### src/rtl/pipe_ctrl.sv
// Pipeline control unit for the 5-stage RV32I core.
// Generates hold/flush/redirect controls for load-use bubbles, jumps and data-memory waits.
module pipe_ctrl #(
   parameter int MEM_TIMEOUT = 16,
   parameter int CNT_W       = 32
) (
   input  logic             clk,
   input  logic             rst,
   input  logic [4:0]       id_rs1_addr_i,
   input  logic [4:0]       id_rs2_addr_i,
   input  logic             id_rs1_use_i,
   input  logic             id_rs2_use_i,
   input  logic [4:0]       idex_rd_addr_i,
   input  logic             idex_wb_en_i,
   input  logic             idex_mem_en_i,
   input  logic             ex_jump_en_i,
   input  logic [31:0]      ex_jump_addr_i,
   input  logic             mem_req_i,
   input  logic             mem_ready_i,
   output logic             ctrl_pc_hold_o,
   output logic             ctrl_ifid_hold_o,
   output logic             ctrl_ifid_flush_o,
   output logic             ctrl_idex_hold_o,
   output logic             ctrl_idex_flush_o,
   output logic             ctrl_exmem_hold_o,
   output logic             ctrl_memwb_flush_o,
   output logic             ctrl_pc_jump_en_o,
   output logic [31:0]      ctrl_pc_jump_addr_o,
   output logic             ctrl_bus_err_o,
   output logic [CNT_W-1:0] ctrl_stall_cnt_o
);

   typedef enum logic [1:0] {RUN, MEM_WAIT, ABORT} state_t;

   localparam int WAIT_W = 8;
   localparam logic [WAIT_W-1:0] WAIT_LAST = WAIT_W'(MEM_TIMEOUT - 1);

   state_t            state, next_state;
   logic [WAIT_W-1:0] wait_cnt, wait_next;
   logic              bus_err_set;
   logic              mem_stall;
   logic              load_use;
   logic              run_eval;

   assign mem_stall = mem_req_i & ~mem_ready_i;
   assign load_use  = idex_mem_en_i & idex_wb_en_i & (idex_rd_addr_i != 5'd0) &
                      ((id_rs1_use_i & (id_rs1_addr_i == idex_rd_addr_i)) |
                       (id_rs2_use_i & (id_rs2_addr_i == idex_rd_addr_i)));

   // Next state and all pipeline controls; reset forces every control to zero.
   always_comb begin
      ctrl_pc_hold_o      = 1'b0;
      ctrl_ifid_hold_o    = 1'b0;
      ctrl_ifid_flush_o   = 1'b0;
      ctrl_idex_hold_o    = 1'b0;
      ctrl_idex_flush_o   = 1'b0;
      ctrl_exmem_hold_o   = 1'b0;
      ctrl_memwb_flush_o  = 1'b0;
      ctrl_pc_jump_en_o   = 1'b0;
      ctrl_pc_jump_addr_o = 32'd0;
      next_state          = state;
      wait_next           = wait_cnt;
      bus_err_set         = 1'b0;
      run_eval            = 1'b0;
      if (!rst) begin
         case (state)
            RUN: begin
               if (mem_stall) begin
                  ctrl_pc_hold_o     = 1'b1;
                  ctrl_ifid_hold_o   = 1'b1;
                  ctrl_idex_hold_o   = 1'b1;
                  ctrl_exmem_hold_o  = 1'b1;
                  ctrl_memwb_flush_o = 1'b1;
                  next_state         = MEM_WAIT;
                  wait_next          = WAIT_W'(1);
               end else begin
                  run_eval = 1'b1;
               end
            end
            MEM_WAIT: begin
               if (mem_ready_i) begin
                  next_state = RUN;
                  wait_next  = '0;
                  run_eval   = 1'b1;
               end else begin
                  ctrl_pc_hold_o     = 1'b1;
                  ctrl_ifid_hold_o   = 1'b1;
                  ctrl_idex_hold_o   = 1'b1;
                  ctrl_exmem_hold_o  = 1'b1;
                  ctrl_memwb_flush_o = 1'b1;
                  if (wait_cnt == WAIT_LAST) begin
                     next_state  = ABORT;
                     wait_next   = '0;
                     bus_err_set = 1'b1;
                  end else begin
                     wait_next = wait_cnt + WAIT_W'(1);
                  end
               end
            end
            ABORT: begin
               ctrl_memwb_flush_o = 1'b1;
               next_state         = RUN;
            end
            default: next_state = RUN;
         endcase
         // A taken jump flushes the dependent ID instruction, so it outranks load-use.
         if (run_eval) begin
            if (ex_jump_en_i) begin
               ctrl_pc_jump_en_o   = 1'b1;
               ctrl_pc_jump_addr_o = ex_jump_addr_i;
               ctrl_ifid_flush_o   = 1'b1;
               ctrl_idex_flush_o   = 1'b1;
            end else if (load_use) begin
               ctrl_pc_hold_o    = 1'b1;
               ctrl_ifid_hold_o  = 1'b1;
               ctrl_idex_flush_o = 1'b1;
            end
         end
      end
   end

   // State, wait counter, sticky bus error and saturating stall counter.
   always_ff @(posedge clk) begin
      if (rst) begin
         state            <= RUN;
         wait_cnt         <= '0;
         ctrl_bus_err_o   <= 1'b0;
         ctrl_stall_cnt_o <= '0;
      end else begin
         state    <= next_state;
         wait_cnt <= wait_next;
         if (bus_err_set) begin
            ctrl_bus_err_o <= 1'b1;
         end
         if (ctrl_pc_hold_o && (ctrl_stall_cnt_o != {CNT_W{1'b1}})) begin
            ctrl_stall_cnt_o <= ctrl_stall_cnt_o + CNT_W'(1);
         end
      end
   end

endmodule

### config.mk
export PLATFORM = sky130hd
export DESIGN_NAME = pipe_ctrl
export DESIGN_NICKNAME = d
export VERILOG_FILES = /design/src/rtl/pipe_ctrl.sv
export SDC_FILE = /design/constraint.sdc
export NUM_CORES = 1
export LEC_CHECK = 0
export ABC_CLOCK_PERIOD_IN_PS = 2250
export BUFFER_PORTS_ARGS = -buffer_cell sky130_fd_sc_hd__buf_2
export CORE_ASPECT_RATIO = 1.25
export CORE_MARGIN = 2
export CORE_UTILIZATION = 41
export CTS_CLUSTER_SIZE = 40
export DETAILED_ROUTE_END_ITERATION = 7
export HOLD_SLACK_MARGIN = 0.06
export PLACE_DENSITY = 0.73
export SLEW_MARGIN = 20
export SYNTH_ARGS = -nofsm -noshare
export SYNTH_HDL_FRONTEND = slang
export SYNTH_SLANG_ARGS = --single-unit
### constraint.sdc
create_clock -name clk -period 2.25 [get_ports clk]
set_input_delay 0.225 -clock clk [delete_from_list [all_inputs] [get_ports clk]]
set_output_delay 0.225 -clock clk [all_outputs]
set_load 0.01 [all_outputs]
# After elaboration in Yosys (flattened, before gate mapping)

Cells that the tools add are included.

Bits in registers: 43
Input port bits: 56
Output and inout bits: 73
Word-level logic and storage cells: 64

$add $sub $neg: 2
Equality and inequality tests: 8
Mux-type cells: 36
Bitwise gates (word level): 8
Reduce and logical (&&, ||, !) cells: 6

Operators with widths:

| kind                                                                   | number |
|---|---|
| 32-bit two-way mux                                                     | 3 |
| 32-bit by 1-bit adder with 32-bit output (second input constant)       | 1 |
| 32-bit != test (second input constant)                                 | 1 |
| 8-bit two-way mux                                                      | 3 |
| 1-bit two-way mux                                                      | 22 |
| 8-bit one-hot mux with 2 select lines                                  | 1 |
| 5-bit equality test                                                    | 2 |
| 8-bit by 1-bit adder with 8-bit output (second input constant)         | 1 |
| 8-bit by 4-bit equality test with 1-bit output (second input constant) | 1 |
| 1-bit AND                                                              | 6 |
| 2-bit two-way mux                                                      | 3 |
| 5-bit nonzero test                                                     | 1 |
| 1-bit one-hot mux with 2 select lines                                  | 2 |
| 2-bit one-hot mux with 2 select lines                                  | 1 |
| 2-bit AND reduction                                                    | 2 |
| 3-bit != test (second input constant)                                  | 1 |
| 1-bit one-hot mux with 3 select lines                                  | 1 |
| 2-bit by 1-bit equality test with 1-bit output (second input constant) | 1 |
| 2-bit equality test (second input constant)                            | 1 |
| 2-bit zero test                                                        | 1 |
| 2-bit != test (second input constant)                                  | 1 |
| 2-bit nonzero test                                                     | 1 |
| 1-bit logical AND                                                      | 1 |
| 1-bit NOT                                                              | 1 |
| 1-bit bitwise OR                                                       | 1 |

# Longest topological paths before layout

Depth in word-level cells: 9
Mapped depth: 9
Depth with buffers taken out: 7

# Least setup slack after synthesis

OpenSTA, ideal clock, no wires.

Path kind: register to register
Start point: reg ctrl_stall_cnt_o[0]
End point: reg ctrl_stall_cnt_o[28]
Setup time: 0.059 ns
Arrival: 2.251 ns
Data required time: 2.191 ns
Path slack: -0.060 ns
Stages on the path, launching flop included: 9
Buffers on the path: 1
Clock period less this slack: 2.310 ns
Cells stage by stage: dfxtp_1 > ha_1 > nand2_1 > or4_1 > buf_2 > nor4_1 > a21oi_1 > or4_1 > nand2_1

Cells in the longest elaborated chain, start to end: 2
Elaborated cells between the ends (all ways): 3
Classes of those cells: add/sub (1); eq/ne (1); reduce/logical (1)

RTL lines:

| element                                                                          | line | source |
|---|---|---|
| start, declared                                                                  | 30   | `output logic [CNT_W-1:0] ctrl_stall_cnt_o` |
| start signal, assigned                                                           | 136  | `ctrl_stall_cnt_o <= ctrl_stall_cnt_o + CNT_W'(1);` |
| branches (longest 2 deep; another with 32-bit by 1-bit adder with 32-bit output) | -    |  |

Several ways; the timed one is not identified.
A chain may end at the register's enable or synchronous reset.

# Final worst setup path

Start point: reg ctrl_stall_cnt_o[0]
End point: reg ctrl_stall_cnt_o[26]

Same word-level chain as after synthesis.

==> run summary <==
PD cells = 427.2 mW/mm^2
Area Overhead vs Synth = 39.08%
CP max stage delay = 0.59 ns
Register area share after synthesis = 0.3478
Slew Viols, Final = 0
Ys async rst share = 0
Root Driver = clkbuf_8
Worst reg-to-reg path cell count = 7
Setup crit start = ctrl_stall_cnt_o[0]
Crit path kind = flop to flop
Register bit total from synthesis = 43
Starting Density = 0.4254
Hold_buf cts = 0
Reg clk slew, reported paths = 0.08 ns
Worst setup SP type = flop
Final ANT Viol Nets = 0
Worst Skew = 0.003898 ns
Simple-gate portion of the synthesized area = 0.3731
FF-to-FF setup slack = 0.08 ns
Via density = 5.282
Tot GR Track Use = 0.2154
Capture point of the critical path = ctrl_stall_cnt_o[26]
Core footprint = 0.005818 sq mm
Share of layout cells above drive strength 1 = 0.3648
Die area = 0.006678 sq mm
Cts bufs inserted = 5
Post-synth EDFFs = 0
Mux contribution to synthesized area = 0.004044
RR Startpoint = ctrl_stall_cnt_o[0]
1st-iter DRT viols = 87
Worst slew margin = 0.7017
Worst-Skew Late Latency = 0.30 ns
Clock Power Share = 0.344
Tmin final = 2.172 ns
Slew at the pin closest to its max-slew limit = 0.4474 ns
Syn_area_per_cell = 7.639 sq um
Global route overflow = 0
Worst vdd ir = 0.0002790 V
Wire length per cell = 13.88 microns
Total wire length = 7.386 mm
Total number of vias = 2810
Hold Vio Cnt, Final = 0
GP Congestion = 0.7924
Die width = 73.49 microns
Net Count, Synth = 382
Fin nets = 524
Synth warn = 0
Setup Viol. Count Final = 0
Slowest CP cell = or4_4
Cell family with most CP delay = simple AND/OR/NAND/NOR gates
Worst Hold Class = input pin to flop
Maximum number of pins on one net before global-route repair = 55
Synth unique cells = 36
Pre-Repair DR Iteration Count = 4
Fillers = 568
Final hold slack = 0.2874 ns
Synth Area in Adders = 0.01011
Reg-to-reg endpoint = ctrl_stall_cnt_o[26]
Most used DFF post-synth = dfxtp_1
Initial antenna violation count = 0
H-tree levels = 2
ANT cells = 0
Crit Path Max Fanout = 8
Compound-gate portion of the synthesized area = 0.1638
First-pass GRT wire length = 11.81 mm
DP HPWL = 5.562 mm
Final Cell Area = 0.003442 sq mm
Die height = 90.87 microns
Req. time, crit path = 2.49 ns
RSZ-0062 raised after global routing = yes
P_leak = 1.571 nW
Max Buffers Root-to-Sink = 2
Outcome = finished, final reports clean
Fmax = 0.4605 GHz
Cells after Synth = 324
Cell Area, Placed = 0.003311 sq mm
Xor and xnor area share after synthesis = 0.06016
Int Pwr = 0.001099 W
Tcrit/Tclk final = 0.9652
Cell chain of the critical path = ha_1 -> nand2_1 -> or4_4 -> nor4_1 -> a21oi_2 -> or4_1 -> nand2_1
Row count = 31
Top-level I/O count = 129
Drt drc = 0
Synthesized cell area = 0.002475 sq mm
Main combinational cell family by area after synthesis = simple AND/OR/NAND/NOR gates
Sink Count = 43
Worst Path Arrival = 2.42 ns
Buffer and inverter count on the worst path = 0
Setup crit end kind = flop
CP dominant cell by count = nand2_1
Crit path depth = 7
Switch share = 0.2525
Vias in the first global route = 2578
Share of power burned in registers = 0.521
Comb pwr share = 0.134
TritonCTS clock tree = yes
Max Cap Violations = 0
Port buffer count = 128
Sw power = 0.0003713 W
cell families after synthesis:
logic type,after synthesis
multiplexers,1
XOR/XNOR,17
buffers and inverters,23
AO/OA/AOI/OAI,74
adder cells (fa/ha/maj),2
AND/OR/NAND/NOR,164
flip-flops,43
worst min-delay path by stage:
stage	startpoint	to	slack [ns]	cells past startpoint
2_1_floorplan	rst	ctrl_stall_cnt_o[26]	0.39	3
3_3_place_gp	state[0]	state[0]	0.45	1
3_5_place_dp	state[0]	state[0]	0.45	1
4_1_cts	mem_ready_i	state[1]	0.27	3
5_1_grt	mem_ready_i	state[1]	0.30	3
6_report	mem_ready_i	state[1]	0.29	3
state kept, by name, indices dropped and copies added (netlist names):
register and count:
state 2, wait_cnt 8, ctrl_stall_cnt_o 32, ctrl_bus_err_o 1
power by group through the flow:
stage	sequential, W	clock [W]	combinational [W]
after floorplan	0.000784	0	0.0000963
after global placement	0.000784	0	0.000191
after detailed placement	0.000784	0	0.000195
after CTS	0.000766	0.000517	0.000196
after global routing	0.000767	0.000542	0.000218
final	0.000766	0.000506	0.000198
metrics by stage:
step / setup WS (ns) / power (W) / utilization / cells / TNS, ns
final: 0.07822 / 0.001470 / 0.5916 / 532 / 0
after global routing: -0.06216 / 0.001527 / 0.5916 / 532 / -0.1585
after CTS: 0.07217 / 0.001480 / 0.5847 / 531 / 0
after detailed placement: -0.02775 / 0.0009795 / 0.5690 / 524 / -0.05938
after global placement: 0.03460 / 0.0009756 / 0.5690 / 524 / 0
after floorplan: 0.009612 / 0.0008806 / - / 324 / 0
cells in the mapped netlist (all sizes together) (6+ instances only):
cell type  instances  area share
a21oi             33       0.067
and2              35       0.088
buf                6       0.015
clkbuf            11       0.017
dfxtp             43        0.35
inv                6      0.0091
nand2             22       0.033
nand3             13       0.026
nand4             14       0.038
nor2              24       0.036
o21ai             28       0.057
or3               23       0.058
or4                9       0.027
xnor2             10       0.035
xor2               7       0.025
cell type report:
cell class | instances | area, sq um | area share
Timing Repair Buffer | 152 | 833.3 | 0.2421
Multi-Input combinational cell | 258 | 1553 | 0.4511
Clock inverter | 1 | 5.005 | 0.001454
Clock buffer | 6 | 82.58 | 0.02399
Sequential cell | 43 | 863.3 | 0.2508
Inverter | 6 | 22.52 | 0.006543
Tap cell | 66 | 82.58 | 0.02399
cell usage in the layout, fill, tap and decap left out, drive strengths merged:
| cell | Yosys | routed |
|---|---|---|
| nor4 | 5 | 5 |
| dfxtp | 43 | 43 |
| o211ai | 1 | 1 |
| nor2b | 4 | 4 |
| nand2 | 22 | 22 |
| clkinv | 0 | 1 |
| and2 | 35 | 35 |
| or2 | 1 | 1 |
| clkbuf | 11 | 6 |
| o31ai | 5 | 5 |
| or3 | 23 | 23 |
| a21oi | 33 | 33 |
| ha | 2 | 2 |
| nand4 | 14 | 14 |
| nor3 | 4 | 4 |
| a32oi | 2 | 2 |
| nor2 | 24 | 24 |
| or4 | 9 | 9 |
| xnor2 | 10 | 10 |
| inv | 6 | 6 |
| and3 | 2 | 2 |
| o21ai | 28 | 28 |
| nand3 | 13 | 13 |
| buf | 6 | 152 |
| o2111ai | 1 | 1 |
| nand2b | 4 | 4 |
| xor2 | 7 | 7 |
| o22ai | 1 | 1 |
| and4 | 4 | 4 |
| a21o | 1 | 1 |
| a211oi | 1 | 1 |
| mux2i | 1 | 1 |
| o21bai | 1 | 1 |
timing repair:
action	CTS	global route
resized for setup	1	5
pin swaps	0	2
hold endpoints to repair	0	0
setup buffers	0	1
endpoints found under the setup margin	3	6
layer usage:
layer  GRT usage  routed length [microns]  up-vias
li1            -                        -     1441
met1      0.3019                     3421     1303
met2      0.3385                     3625       59
met3     0.04241                      278        7
met4     0.04697                       61        0
met5           0                        0        -
worst reg2reg max path: cells and delay by family (launching register included):
| family | cells | cell delay, ns |
|---|---|---|
| and+or+nand+nor | 5 | 1.52 |
| adders and majority gates | 1 | 0.17 |
| AOI/OAI and AO/OA | 1 | 0.10 |
| DFF | 1 | 0.33 |
Power figures use the tool's default switching activity.
